--- config.mk ---
export PLATFORM = sky130hd
export DESIGN_NAME = regfile_wb_buffer_flat
export DESIGN_NICKNAME = d
export VERILOG_FILES = /design/src/rtl/regfile_wb_buffer_if.sv /design/src/rtl/regfile_wb_buffer.sv /design/src/flat_wrapper.sv
export SDC_FILE = /design/constraint.sdc
export NUM_CORES = 1
export LEC_CHECK = 0
export ABC_AREA = 0
export BUFFER_PORTS_ARGS = -buffer_cell sky130_fd_sc_hd__buf_2
export CELL_PAD_IN_SITES_DETAIL_PLACEMENT = 0
export CELL_PAD_IN_SITES_GLOBAL_PLACEMENT = 1
export CORE_UTILIZATION = 46
export CTS_BUF_LIST = sky130_fd_sc_hd__clkbuf_8 sky130_fd_sc_hd__clkbuf_16
export CTS_CLUSTER_DIAMETER = 30
export DETAILED_ROUTE_END_ITERATION = 8
export PLACE_DENSITY = 0.89
export SYNTH_ARGS = -nofsm -noshare
export SYNTH_HDL_FRONTEND = slang
export SYNTH_SLANG_ARGS = --single-unit
export TNS_END_PERCENT = 1
--- constraint.sdc ---
create_clock -name Input_clk -period 3.8 [get_ports Input_clk]
set_input_delay 0.57 -clock Input_clk [delete_from_list [all_inputs] [get_ports Input_clk]]
set_output_delay 0.57 -clock Input_clk [all_outputs]
set_load 0.005 [all_outputs]
--- src/rtl/regfile_wb_buffer_if.sv ---
// Producer/decode-side bundle of the writeback buffer: push, hold and read addresses in;
// write port, forwarding and FIFO status out.
interface regfile_wb_buffer_if #(
  parameter int CW = 3
);
  logic          Input_push;
  logic [4:0]    Input_dest;
  logic [31:0]   Input_data;
  logic          Input_hold;
  logic [4:0]    Input_RA1;
  logic [4:0]    Input_RA2;
  logic          monitor_WE;
  logic [4:0]    monitor_WA;
  logic [31:0]   monitor_WD;
  logic          monitor_hit1;
  logic          monitor_hit2;
  logic [31:0]   monitor_fwd1;
  logic [31:0]   monitor_fwd2;
  logic          monitor_full;
  logic          monitor_empty;
  logic [CW-1:0] monitor_count;
  logic          monitor_overflow;

  modport master (
    output Input_push, Input_dest, Input_data, Input_hold, Input_RA1, Input_RA2,
    input  monitor_WE, monitor_WA, monitor_WD, monitor_hit1, monitor_hit2,
    input  monitor_fwd1, monitor_fwd2, monitor_full, monitor_empty, monitor_count,
    input  monitor_overflow
  );

  modport slave (
    input  Input_push, Input_dest, Input_data, Input_hold, Input_RA1, Input_RA2,
    output monitor_WE, monitor_WA, monitor_WD, monitor_hit1, monitor_hit2,
    output monitor_fwd1, monitor_fwd2, monitor_full, monitor_empty, monitor_count,
    output monitor_overflow
  );
endinterface

--- src/rtl/regfile_wb_buffer.sv ---
// In-order writeback FIFO owning the regfile write port, with read-address forwarding; push-to-write 1 cycle.
// Backpressure: hold stalls the drain; pushes into a full buffer without a same-cycle pop are dropped (sticky overflow).
module regfile_wb_buffer #(
  parameter int DEPTH = 4,
  parameter int CW    = $clog2(DEPTH) + 1
) (
  input logic                Input_clk,
  input logic                Input_rst,
  regfile_wb_buffer_if.slave bus
);
  localparam int PW = $clog2(DEPTH);

  logic [4:0]    dest_q [DEPTH];
  logic [31:0]   data_q [DEPTH];
  logic [PW-1:0] head_q;
  logic [PW-1:0] tail_q;
  logic [CW-1:0] count_q;
  logic          ovf_q;

  logic          empty;
  logic          full;
  logic          pop;
  logic          push_nz;
  logic          accept;
  logic          drop;

  assign empty   = (count_q == '0);
  assign full    = (count_q == CW'(DEPTH));
  assign pop     = !empty && !bus.Input_hold && !Input_rst;
  assign push_nz = bus.Input_push && (bus.Input_dest != 5'd0);
  // A full buffer can still take a push when its head leaves on the same edge.
  assign accept  = push_nz && (!full || pop);
  assign drop    = push_nz && !accept;

  always_ff @(posedge Input_clk) begin
    if (Input_rst) begin
      head_q  <= '0;
      tail_q  <= '0;
      count_q <= '0;
      ovf_q   <= 1'b0;
    end else begin
      if (accept) tail_q <= tail_q + 1'b1;
      if (pop)    head_q <= head_q + 1'b1;
      count_q <= count_q + CW'(accept) - CW'(pop);
      ovf_q   <= ovf_q | drop;
    end
  end

  always_ff @(posedge Input_clk) begin
    if (accept && !Input_rst) begin
      dest_q[tail_q] <= bus.Input_dest;
      data_q[tail_q] <= bus.Input_data;
    end
  end

  assign bus.monitor_WE       = pop;
  assign bus.monitor_WA       = (empty || Input_rst) ? 5'd0  : dest_q[head_q];
  assign bus.monitor_WD       = (empty || Input_rst) ? 32'd0 : data_q[head_q];
  assign bus.monitor_full     = full && !Input_rst;
  assign bus.monitor_empty    = empty || Input_rst;
  assign bus.monitor_count    = Input_rst ? '0 : count_q;
  assign bus.monitor_overflow = ovf_q && !Input_rst;

  logic [PW-1:0] slot;
  logic          hit1;
  logic          hit2;
  logic [31:0]   fwd1;
  logic [31:0]   fwd2;

  // Walk entries oldest to youngest so the last match left standing is the youngest.
  always_comb begin
    slot = '0;
    hit1 = 1'b0;
    hit2 = 1'b0;
    fwd1 = 32'd0;
    fwd2 = 32'd0;
    for (int i = 0; i < DEPTH; i++) begin
      slot = head_q + PW'(i);
      if (CW'(i) < count_q) begin
        if (bus.Input_RA1 != 5'd0 && dest_q[slot] == bus.Input_RA1) begin
          hit1 = 1'b1;
          fwd1 = data_q[slot];
        end
        if (bus.Input_RA2 != 5'd0 && dest_q[slot] == bus.Input_RA2) begin
          hit2 = 1'b1;
          fwd2 = data_q[slot];
        end
      end
    end
    if (Input_rst) begin
      hit1 = 1'b0;
      hit2 = 1'b0;
      fwd1 = 32'd0;
      fwd2 = 32'd0;
    end
  end

  assign bus.monitor_hit1 = hit1;
  assign bus.monitor_hit2 = hit2;
  assign bus.monitor_fwd1 = fwd1;
  assign bus.monitor_fwd2 = fwd2;
endmodule
--- src/flat_wrapper.sv ---
// flat-port wrapper written by rule: the top's interface ports become plain ports
module regfile_wb_buffer_flat 
#(
  parameter int DEPTH = 4,
  parameter int CW    = $clog2(DEPTH) + 1
)
  (Input_clk, Input_rst, bus_Input_push, bus_Input_dest, bus_Input_data, bus_Input_hold, bus_Input_RA1, bus_Input_RA2, bus_monitor_WE, bus_monitor_WA, bus_monitor_WD, bus_monitor_hit1, bus_monitor_hit2, bus_monitor_fwd1, bus_monitor_fwd2, bus_monitor_full, bus_monitor_empty, bus_monitor_count, bus_monitor_overflow);
  regfile_wb_buffer_if #(.CW(CW)) bus_i ();
  input logic Input_clk;
  input logic Input_rst;
  input wire logic [$bits(bus_i.Input_push)-1:0] bus_Input_push;
  input wire logic [$bits(bus_i.Input_dest)-1:0] bus_Input_dest;
  input wire logic [$bits(bus_i.Input_data)-1:0] bus_Input_data;
  input wire logic [$bits(bus_i.Input_hold)-1:0] bus_Input_hold;
  input wire logic [$bits(bus_i.Input_RA1)-1:0] bus_Input_RA1;
  input wire logic [$bits(bus_i.Input_RA2)-1:0] bus_Input_RA2;
  output wire logic [$bits(bus_i.monitor_WE)-1:0] bus_monitor_WE;
  output wire logic [$bits(bus_i.monitor_WA)-1:0] bus_monitor_WA;
  output wire logic [$bits(bus_i.monitor_WD)-1:0] bus_monitor_WD;
  output wire logic [$bits(bus_i.monitor_hit1)-1:0] bus_monitor_hit1;
  output wire logic [$bits(bus_i.monitor_hit2)-1:0] bus_monitor_hit2;
  output wire logic [$bits(bus_i.monitor_fwd1)-1:0] bus_monitor_fwd1;
  output wire logic [$bits(bus_i.monitor_fwd2)-1:0] bus_monitor_fwd2;
  output wire logic [$bits(bus_i.monitor_full)-1:0] bus_monitor_full;
  output wire logic [$bits(bus_i.monitor_empty)-1:0] bus_monitor_empty;
  output wire logic [$bits(bus_i.monitor_count)-1:0] bus_monitor_count;
  output wire logic [$bits(bus_i.monitor_overflow)-1:0] bus_monitor_overflow;
  assign bus_i.Input_push = bus_Input_push;
  assign bus_i.Input_dest = bus_Input_dest;
  assign bus_i.Input_data = bus_Input_data;
  assign bus_i.Input_hold = bus_Input_hold;
  assign bus_i.Input_RA1 = bus_Input_RA1;
  assign bus_i.Input_RA2 = bus_Input_RA2;
  assign bus_monitor_WE = bus_i.monitor_WE;
  assign bus_monitor_WA = bus_i.monitor_WA;
  assign bus_monitor_WD = bus_i.monitor_WD;
  assign bus_monitor_hit1 = bus_i.monitor_hit1;
  assign bus_monitor_hit2 = bus_i.monitor_hit2;
  assign bus_monitor_fwd1 = bus_i.monitor_fwd1;
  assign bus_monitor_fwd2 = bus_i.monitor_fwd2;
  assign bus_monitor_full = bus_i.monitor_full;
  assign bus_monitor_empty = bus_i.monitor_empty;
  assign bus_monitor_count = bus_i.monitor_count;
  assign bus_monitor_overflow = bus_i.monitor_overflow;
  regfile_wb_buffer #(.DEPTH(DEPTH), .CW(CW)) u_core (.Input_clk(Input_clk), .Input_rst(Input_rst), .bus(bus_i));
endmodule
==> results.md, run 1 <==
* Type of destination of the critical path: output pin
* Drt total wl at 35300 um
* Max frequency at approximately 250 MHz
* Dpl cells at about 1400
* Antenna violations before repair at 4
* Area contributors post-synth: edfxtp_1, mux4_2, a221oi_1
* Vias in the first global route at approximately 9400
* Pin count of the biggest net entering global routing at between 80 and 90
* Nets at ~1200
* RD Place Congestion at roughly 0.97
* CTS max path bufs at 2
* Hold Startpoint: bus_Input_data[20]
* Crit share post-route at 1.03
* Synthesized flop and latch total at roughly 160
* Critical Path RT at 3.23 ns
* CTS tree: done
* Reg-to-Reg Start: u_core.count_q[2]$_SDFF_PP0_
* PortBufs at 160
* Clock transition at path regs at about 0.060 ns
* Startpoint Class: flip-flop
* Violated checks: negative setup slack
* Actual slew at the worst max-slew pin at 0.735 ns
* Hold crit path type: primary input to flip-flop
* Die area at about 0.025 mm^2
* Die width at around 160 um
* Count leader, synth: edfxtp_1
* R2R cell count at 12
* Leak at between 4 and 5 nW
* Peak supply drop at roughly 0.3 mV
* Hold path endpoint: u_core.data_q[1][20]$_DFFE_PP_
* DRC viols at 0
* Synth cell count leaders: edfxtp_1, nor2_1, a221oi_1
* Synth Flop Type: edfxtp_1
* CP arrival at about 3.4 ns
* Initial core utilization at 0.473
* Final Hold Slack at approximately 0.35 ns
* Flop-to-flop setup slack at roughly 1.1 ns
* Max-cap check violation count at 0
* Row count at 56
* Slew margin rel. at 0.510
* Post-Syn Instances at 1016
* Dominant cell type by area after synthesis: edfxtp_1
* Syn_area_per_cell at 11.0 um^2
* CTS H-tree depth at 4
* Clock Latency Late Sink at between 0.4 and 0.5 ns
* Die Span Y at 158 um
* Routed Antenna Nets at 0
* Minimum clock period at ~3.9 ns
* 1st-pass router iterations at 5
* WS Path Type: flip-flop to output pin
* Syn Nets at 1076
* YS warnings at 0
* WHS Path Cells at 1
* # setup viols final at 27
* Hpwl dp at approximately 22000 um
* Register area share after synthesis at 0.414
* Hold Vio Cnt, Final at 0
* Iter 0 DRT Violations at 892
* Synth cell types at 44
* Share of cells above drive strength 1 at 0.384
* Area grow syn2layout at 22.9%
* Clk root buf: clkbuf_16
* Core Region at approximately 0.024 mm^2
* Post-Syn Area at 0.0112 mm^2
* Finished Layout Cells at 1498
* Clk sinks at between 150 and 200
* Outcome: finished with violations
* Cell Pwr Density at approximately 440 mW/mm^2
* CTS Buf Count at 17
* RSZ-0062 raised after global routing: true
* Vias per cell at about 6.5
* Synth top area share at 0.396
* First-pass GRT wire length at approximately 52000 um
* Worst-path maximum fanout at 8
* Global route overflow at 0
* Cell Area, Placed at between 0.01 and 0.015 mm^2
* Asr flop ratio synth at 0
* Routed vias at between 9000 and 10000
* Drt wl/cell at 23.6 um
* IO Pins at roughly 160
* Overall routing resource usage at 0.281
* Finished Cell Area at 0.0138 mm^2
* Critical R2R Capture: u_core.count_q[2]$_SDFF_PP0_
* Clock skew at between 0.008 and 0.009 ns
* Post-synth EDFFs at between 100 and 150
* Slew Limit Fails at 0
* Fin worst setup slack at -0.130 ns
[critical path, stage by stage, from the launching register on]
cell      delay (ns)
dfxtp_4         0.41
buf_4           0.17
mux4_2          0.59
xor2_2          0.23
nor4_4          0.05
buf_4           0.16
nor4_4          0.38
buf_6           0.19
buf_12          0.11
buf_16          0.13
a221oi_2        0.07
a221oi_1        0.28
buf_2           0.16
[area by class of cell]
class                      count  area [um^2]
sequential                   158         4660
multi-input combinational    741         6440
antenna                        3         7.51
clock inverter                15          175
fill                        1989         9900
clock buffer                  17          425
timing repair buffer         233         1630
tap                          319          399
inverter                      12         45.0
[cell usage in the layout (no fill, tap or decap), drive strengths merged, types with 2 or more instances in the layout]
cell / netlist / layout
buf: 39 / 232
edfxtp: 148 / 148
nor2: 100 / 100
a221oi: 96 / 96
mux2i: 77 / 77
nand2: 73 / 73
mux2: 72 / 72
o21ai: 65 / 65
mux4: 50 / 50
and2: 39 / 39
a211oi: 37 / 37
o22ai: 32 / 32
xnor2: 27 / 27
inv: 11 / 20
clkbuf: 66 / 18
xor2: 13 / 13
a21oi: 12 / 12
dfxtp: 10 / 10
ha: 8 / 8
nor4: 7 / 7
nor2b: 6 / 6
nor3: 6 / 6
and3: 5 / 5
clkinv: 1 / 4
diode: 0 / 3
or4: 2 / 2
nand4: 2 / 2
nand3: 2 / 2
bufinv: 0 / 2
a31oi: 2 / 2
[worst max-delay path by stage]
stage / slack, ns / endpoint / start / cells after the start
5_1_grt: -0.24 / bus_monitor_fwd2[5] / u_core.dest_q[1][4]$_DFFE_PP_ / 12
4_1_cts: -0.13 / bus_monitor_fwd2[0] / u_core.head_q[0]$_SDFFE_PP0P_ / 11
2_1_floorplan: 0.69 / bus_monitor_fwd2[0] / flip-flop / 8
3_5_place_dp: 0.05 / bus_monitor_fwd2[31] / u_core.head_q[0]$_SDFFE_PP0P_ / 9
6_report: -0.13 / bus_monitor_fwd2[10] / u_core.head_q[0]$_SDFFE_PP0P_ / 12
3_3_place_gp: 0.08 / bus_monitor_fwd2[31] / bus_Input_RA2[1] / 10
[layer usage]
metal / part of all wire / up-vias / wire length [um] / track usage
met5: 0.00068 / - / 24 / 0
met4: 0.022 / 4 / 760 / 0.102
met3: 0.094 / 79 / 3330 / 0.0586
met2: 0.48 / 603 / 16900 / 0.465
met1: 0.41 / 4815 / 14300 / 0.362
li1: - / 4289 / - / -
[where the power goes]
group	total, mW	switching [mW]	internal (mW)	leakage, nW
Clock	1.75	0.757	0.993	0.296
Combinational	2.19	1.31	0.879	2.95
Sequential	2.12	0.0910	2.03	1.43
Total	6.06	2.16	3.90	4.67
[cell families (layout without fill, tap and decap cells)]
logic type / after synthesis / in the layout / synth area share
AND/OR/NAND/NOR: 242 / 242 / 0.0989
buffers and inverters: 117 / 277 / 0.0448
adder cells (fa/ha/maj): 9 / 9 / 0.0107
other: 0 / 3 / 0
multiplexers: 199 / 199 / 0.242
XOR/XNOR: 40 / 40 / 0.0313
flip-flops: 158 / 158 / 0.414
AO/OA/AOI/OAI: 251 / 251 / 0.159
[sequential cells by signal, indices dropped and copies added, names as in the netlist, named ones only]
signal	cells
u_core.dest_q	20
u_core.data_q	128
u_core.ovf_q	1
u_core.head_q	2
u_core.tail_q	2
u_core.count_q	3
[timing repair]
| action | in CTS | in global routing |
|---|---|---|
| hold endpoints to repair | 0 | 0 |
| pin swaps | 7 | 14 |
| gates cloned | 2 | 1 |
| gates resized for setup | 22 | 57 |
| setup buffers | 12 | 2 |
| endpoints found under the setup margin | 66 | 66 |
| hold buffers | 0 | 0 |
[metrics by stage]
stage	setup TNS [ns]	total power [mW]	utilization	setup slack, ns
after detailed placement	0	4.15	0.530	0.0491
after global placement	0	4.12	0.530	0.0760
after floorplan	0	3.47	-	0.688
after global routing	-6.77	6.32	0.582	-0.242
after CTS	-2.50	5.96	0.567	-0.130
final	-1.94	6.06	0.582	-0.130
Note: power is estimated with default switching activity, not from simulation.
==> inputs of run 2 (changes only) <==
==> constraint.sdc (replaced) <==
create_clock -name Input_clk -period 3.8 [get_ports Input_clk]
set_input_delay 0.19 -clock Input_clk [delete_from_list [all_inputs] [get_ports Input_clk]]
set_output_delay 0.19 -clock Input_clk [all_outputs]
set_load 0.005 [all_outputs]
==> run 2 against run 1 <==
The run now ends clean. Utilization shrank 1.6 points. Non-clock buffer count fell by 3. Critical path depth down 2. Global-route usage down 0.48 points. Via count is 1.3% lower. Clock power up 5%. Hold slack lost 0.34 ns. Register-to-register slack gained 0.11 ns. Cell area decreased by 2.7%. Worst setup slack better by 0.23 ns. Flip-flop and latch count unchanged. Critical path type unchanged.
==> results.md, run 2 (synthesized netlist as in run 1, its figures left out) <==
* Vias in the first global route at 9241 (was 9432)
* Worst-path maximum fanout at 17 (was 8)
* Initial core utilization at 0.473 (unchanged)
* Max-cap check violation count at 0 (unchanged)
* WS Path Type: flip-flop to output pin (unchanged)
* Iter 0 DRT Violations at 896 (was 892)
* Slew Limit Fails at 0 (unchanged)
* Row count at 56 (unchanged)
* Global route overflow at 0 (unchanged)
* Clock Latency Late Sink at 0.44 ns (was 0.43 ns)
* Area grow syn2layout at 19.6% (was 22.9%)
* Finished Cell Area at 0.0134 mm^2 (was 0.0138 mm^2)
* Drt total wl at 34200 um (was 35300 um)
* Pin count of the biggest net entering global routing at 125 (was 83)
* CTS Buf Count at 17 (unchanged)
* IO Pins at 161 (unchanged)
* Clock skew at 0.00522 ns (was 0.00843 ns)
* Actual slew at the worst max-slew pin at 0.781 ns (was 0.735 ns)
* WHS Path Cells at 1 (unchanged)
* Commonest non-fill, non-tap cell in the layout: buf_2 (unchanged)
* Final Hold Slack at 0.00868 ns (was 0.352 ns)
* Vias per cell at 6.47 (was 6.54)
* Type of destination of the critical path: output pin (unchanged)
* Max frequency at 270 MHz (was 254 MHz)
* Hold crit path type: primary input to flip-flop (unchanged)
* Cell Pwr Density at 448 mW/mm^2 (was 440 mW/mm^2)
* First-pass GRT wire length at 52000 um (was 52500 um)
* Clk sinks at 158 (unchanged)
* RSZ-0062 raised after global routing: true (unchanged)
* # setup viols final at 0 (was 27)
* Drt wl/cell at 22.9 um (was 23.6 um)
* DRC viols at 0 (unchanged)
* 1st-pass router iterations at 5 (unchanged)
* Peak supply drop at 0.352 mV (was 0.302 mV)
* Crit share post-route at 0.974 (was 1.03)
* Overall routing resource usage at 0.276 (was 0.281)
* Routed Antenna Nets at 0 (unchanged)
* CTS H-tree depth at 4 (unchanged)
* Nets at 1220 (was 1223)
* Die Span Y at 158 um (unchanged)
* Most frequent cells in the layout: buf_2, edfxtp_1, nor2_1 (unchanged)
* Die area at 0.0250 mm^2 (unchanged)
* Fillers at 2053 (was 1989)
* Die width at 158 um (unchanged)
* RD Place Congestion at 0.920 (was 0.970)
* Antenna violations before repair at 2 (was 4)
* PortBufs at 160 (unchanged)
* Largest regs: u_core.data_q: 128 flops, u_core.dest_q: 20 flops, u_core.count_q: 3 flops (unchanged)
* Switching share of power at 0.342 (was 0.356)
* Internal at 3.95 mW (was 3.90 mW)
* CP arrival at 3.51 ns (was 3.36 ns)
* Share of cells above drive strength 1 at 0.317 (was 0.384)
* Flop-to-flop setup slack at 1.24 ns (was 1.13 ns)
* Core Region at 0.0237 mm^2 (unchanged)
* Slew margin rel. at 0.479 (was 0.510)
* CTS tree: done (unchanged)
* Hold Vio Cnt, Final at 0 (unchanged)
* Cell Area, Placed at 0.0124 mm^2 (was 0.0126 mm^2)
* Startpoint Class: flip-flop (unchanged)
* R2R cell count at 11 (was 12)
* Leak at 4.52 nW (was 4.67 nW)
* Clk root buf: clkbuf_16 (unchanged)
* Top reg by flops: u_core.data_q (unchanged)
* Minimum clock period at 3.70 ns (was 3.93 ns)
* Clk pwr share at 0.306 (was 0.289)
* CTS max path bufs at 2 (unchanged)
* Combinational Power Share at 0.335 (was 0.361)
* Hpwl dp at 22100 um (was 22200 um)
* Clock transition at path regs at 0.06 ns (about the same)
* Sequential Power Share at 0.359 (was 0.350)
* Critical Path RT at 3.61 ns (was 3.23 ns)
* Outcome: completed (was finished with violations)
* Largest register FFs at 128 (unchanged)
* Routed vias at 9666 (was 9790)
* NetSw at 2.05 mW (was 2.16 mW)
-- run 2: cell types whose count changed in the layout (fill, tap and decap cells not counted), moves of 4 or more --
cell	previous run	this run
dlygate4sd3_1	0	33
a221oi_1	63	95
a221oi_2	30	1
buf_4	49	25
buf_12	12	7
buf_16	4	0
-- run 2: final timing paths --
check | from | to
worst max-delay path | u_core.head_q[0]$_SDFFE_PP0P_ | bus_monitor_fwd2[28]
worst min-delay path | bus_Input_dest[2] | u_core.dest_q[1][2]$_DFFE_PP_
worst max register to register | u_core.count_q[1]$_SDFF_PP0_ | u_core.count_q[2]$_SDFF_PP0_
worst min register to register | u_core.tail_q[1]$_SDFFE_PP0P_ | u_core.tail_q[1]$_SDFFE_PP0P_
-- run 2: repair_timing --
action                                  CTS  global route
buffers inserted                          0             1
hold buffers                             33             0
endpoints found under the hold margin   132             0
gates resized for setup                   0             8
endpoints found under the setup margin    0            62
-- run 2: worst max-delay path: stages (launching register included) --
cell and delay, ns:
dfxtp_4 0.54, mux4_2 0.59, and2_1 0.19, o21ai_1 0.24
nor4_4 0.10, buf_4 0.22, nor3_4 0.23, buf_4 0.27
nand2_1 0.07, a221oi_1 0.42, buf_2 0.19
-- run 2: area by class of cell --
type,count,area (um^2),share of cell area
Antenna cell,1,2.50,0.000187
Multi-Input combinational cell,741,6130,0.457
Tap cell,319,399,0.0298
Clock buffer,17,425,0.0317
Timing Repair Buffer,230,1540,0.115
Sequential cell,158,4660,0.347
Clock inverter,15,208,0.0155
Inverter,12,45.0,0.00336
-- run 2: per-stage QoR --
stage / worst slack [ns] / setup TNS (ns) / util / power (mW) / cells
floorplan: 1.07 / 0 / - / 3.47 / 1016
global placement: 0.476 / 0 / 0.523 / 4.08 / 1426
detailed placement: 0.485 / 0 / 0.523 / 4.12 / 1426
CTS: 0.00797 / 0 / 0.564 / 5.97 / 1491
global route: -0.00644 / -0.00670 / 0.566 / 6.26 / 1493
finish: 0.0975 / 0 / 0.566 / 6.00 / 1493
-- run 2: power groups by stage --
| stage | sequential [mW] | clock (mW) | combinational, mW |
|---|---|---|---|
| 5_1_grt | 2.17 | 1.92 | 2.17 |
| 6_report | 2.15 | 1.84 | 2.01 |
| 4_1_cts | 2.16 | 1.85 | 1.96 |
| 2_1_floorplan | 2.12 | 0 | 1.35 |
| 3_5_place_dp | 2.20 | 0 | 1.92 |
| 3_3_place_gp | 2.19 | 0 | 1.90 |
-- run 2: layer usage --
metal,global-route usage,wire (um),vias to the layer above
met5,0,13,-
met3,0.0589,3390,97
met4,0.112,935,2
li1,-,-,4262
met1,0.361,13500,4691
met2,0.444,16300,614
==> inputs of run 3 (changes only) <==
--- a/config.mk
+++ b/config.mk
@@ -13,7 +13,7 @@
 export CTS_BUF_LIST = sky130_fd_sc_hd__clkbuf_8 sky130_fd_sc_hd__clkbuf_16
 export CTS_CLUSTER_DIAMETER = 30
 export DETAILED_ROUTE_END_ITERATION = 8
-export PLACE_DENSITY = 0.89
+export PLACE_DENSITY = 0.91
 export SYNTH_ARGS = -nofsm -noshare
 export SYNTH_HDL_FRONTEND = slang
 export SYNTH_SLANG_ARGS = --single-unit
==> run 3 against run 2 <==
Total power decreased by 2.9%. Cell area decreased by 0.42%. Non-clock buffer count unchanged. Flip-flop and latch count unchanged. Clock power decreased by 8%. Wire length decreased by 2.6%. Sequential share of layout area increased by 0.13 points. Combinational power about the same. Critical path depth decreased by 1. Maximum frequency increased by 0.48%. Highest routed layer unchanged.
==> results.md, run 3 (synthesized netlist as in run 1, its figures left out) <==
* Clock Latency Late Sink at 0.44 ns (about the same)
* Type of destination of the critical path: output pin (unchanged)
* Drt wl/cell at 22.3 um (was 22.9 um)
* Setup TNS at 0 ns (unchanged)
* First-pass GRT wire length at 51600 um (was 52000 um)
* Pre-CTS setup slack at 0.453 ns (was 0.485 ns)
* Clk root buf: clkbuf_16 (unchanged)
* Row count at 56 (unchanged)
* Hpwl dp at 22200 um (was 22100 um)
* Drt total wl at 33300 um (was 34200 um)
* Clk sinks at 158 (unchanged)
* Commonest non-fill, non-tap cell in the layout: buf_2 (unchanged)
* Finished Cell Area at 0.0134 mm^2 (about the same)
* Final Core Density at 0.564 (was 0.566)
* CP arrival at 3.49 ns (was 3.51 ns)
* Clock transition at path regs at 0.07 ns (was 0.06 ns)
* RSZ-0062 raised after global routing: false (was true)
* Largest regs: u_core.data_q: 128 flops, u_core.dest_q: 20 flops, u_core.count_q: 3 flops (unchanged)
* Fillers at 2013 (was 2053)
* # setup viols final at 0 (unchanged)
* Worst-path maximum fanout at 18 (was 17)
* Share of cells above drive strength 1 at 0.319 (was 0.317)
* Actual slew at the worst max-slew pin at 0.925 ns (was 0.781 ns)
* Vias per cell at 6.36 (was 6.47)
* Slew Limit Fails at 0 (unchanged)
* Hold Vio Cnt, Final at 0 (unchanged)
* WHS Path Cells at 1 (unchanged)
* Fin worst setup slack at 0.115 ns (was 0.0975 ns)
* CTS max path bufs at 2 (unchanged)
* Initial core utilization at 0.473 (unchanged)
* Critical Path RT at 3.61 ns (about the same)
* Clock skew at 0.00780 ns (was 0.00522 ns)
* Leak at 4.50 nW (was 4.52 nW)
* Hold path endpoint: u_core.dest_q[3][0]$_DFFE_PP_ (was u_core.dest_q[1][2]$_DFFE_PP_)
* IO Pins at 161 (unchanged)
* Reg-to-Reg Start: u_core.count_q[1]$_SDFF_PP0_ (unchanged)
* Die area at 0.0250 mm^2 (unchanged)
* Die Span Y at 158 um (unchanged)
* 1st-pass router iterations at 5 (unchanged)
* CTS H-tree depth at 4 (unchanged)
* Finished Layout Cells at 1492 (was 1493)
* Iter 0 DRT Violations at 900 (was 896)
* Pin count of the biggest net entering global routing at 85 (was 125)
* Antenna violations before repair at 1 (was 2)
* Overall routing resource usage at 0.273 (was 0.276)
* Minimum clock period at 3.68 ns (was 3.70 ns)
* Core Region at 0.0237 mm^2 (unchanged)
* Most frequent cells in the layout: buf_2, edfxtp_1, nor2_1 (unchanged)
* Global route overflow at 0 (unchanged)
* DRC viols at 0 (unchanged)
* Hold Startpoint: bus_Input_dest[0] (was bus_Input_dest[2])
* Ant diodes at 0 (was 1)
* Cell Area, Placed at 0.0124 mm^2 (about the same)
* Max frequency at 271 MHz (was 270 MHz)
* Dpl cells at 1427 (was 1426)
* Nets at 1220 (unchanged)
* Outcome: completed (unchanged)
* Routed vias at 9496 (was 9666)
* Die width at 158 um (unchanged)
* Hold crit path type: primary input to flip-flop (unchanged)
* CTS tree: done (unchanged)
* Flop-to-flop setup slack at 1.18 ns (was 1.24 ns)
* Top reg by flops: u_core.data_q (unchanged)
* Critical R2R Capture: u_core.count_q[2]$_SDFF_PP0_ (unchanged)
* PortBufs at 160 (unchanged)
* Routed Antenna Nets at 0 (unchanged)
* Largest register FFs at 128 (unchanged)
* Slew margin rel. at 0.384 (was 0.479)
* Peak supply drop at 0.396 mV (was 0.352 mV)
* Crit share post-route at 0.970 (was 0.974)
* R2R cell count at 11 (unchanged)
* WS Path Type: flip-flop to output pin (unchanged)
* CTS Buf Count at 17 (unchanged)
* Cell Pwr Density at 436 mW/mm^2 (was 448 mW/mm^2)
* Max-cap check violation count at 0 (unchanged)
* Vias in the first global route at 9231 (was 9241)
* RD Place Congestion at 0.963 (was 0.920)
* Area grow syn2layout at 19.1% (was 19.6%)
* Startpoint Class: flip-flop (unchanged)
[run 3: area by class of cell]
type / count / area, um^2 / area share
Multi-Input combinational cell: 741 / 6140 / 0.460
Sequential cell: 158 / 4650 / 0.349
Timing Repair Buffer: 230 / 1530 / 0.114
Clock buffer: 17 / 425 / 0.0319
Tap cell: 319 / 399 / 0.0299
Clock inverter: 15 / 164 / 0.0123
Inverter: 12 / 45.0 / 0.00337
[run 3: worst max path at each step]
| stage | from | end | depth (start not counted) |
|---|---|---|---|
| CTS | u_core.head_q[1]$_SDFFE_PP0P_ | bus_monitor_hit1 | 10 |
| finish | flip-flop | bus_monitor_fwd2[17] | 9 |
| global route | u_core.head_q[1]$_SDFFE_PP0P_ | bus_monitor_fwd2[14] | 8 |
| floorplan | flip-flop | bus_monitor_fwd2[0] | 8 |
| detailed placement | flip-flop | bus_monitor_fwd2[29] | 9 |
| global placement | flip-flop | bus_monitor_fwd2[28] | 9 |
[run 3: routing by layer]
metal  vias to the layer above  track usage  routed length, um
li1                       4280            -                  -
met1                      4592        0.357              13400
met2                       544        0.448              15900
met3                        78       0.0501               3040
met4                         2        0.111                877
met5                         -            0                 13
[run 3: repair_timing]
| item | 4_1_cts | 5_1_grt |
|---|---|---|
| pin swaps | 0 | 1 |
| setup buffers | 0 | 0 |
| setup endpoints to repair | 18 | 33 |
| hold endpoints to repair | 132 | 0 |
| hold buffers | 33 | 0 |
| resized for setup | 4 | 9 |
[run 3: power breakdown]
part	switching, mW	internal [mW]	total [mW]
Combinational	1.20	0.807	2.00
Sequential	0.107	2.03	2.14
Clock	0.801	0.885	1.69
[run 3: worst max-delay path, stage by stage (launching register included)]
cell and delay, ns:
dfxtp_2 0.47, buf_8 0.25, mux2_2 0.43, xnor2_1 0.14, or4_1 0.62, nor3_4 0.19, buf_4 0.22, nand2_1 0.07
a221oi_1 0.45, buf_2 0.20
[run 3: metrics by stage]
step	power [mW]	hold slack (ns)
after detailed placement	4.11	0.407
final	5.83	0.0173
after global placement	4.08	0.403
after CTS	5.82	0.00301
after floorplan	3.47	0.289
after global routing	6.09	0.0292
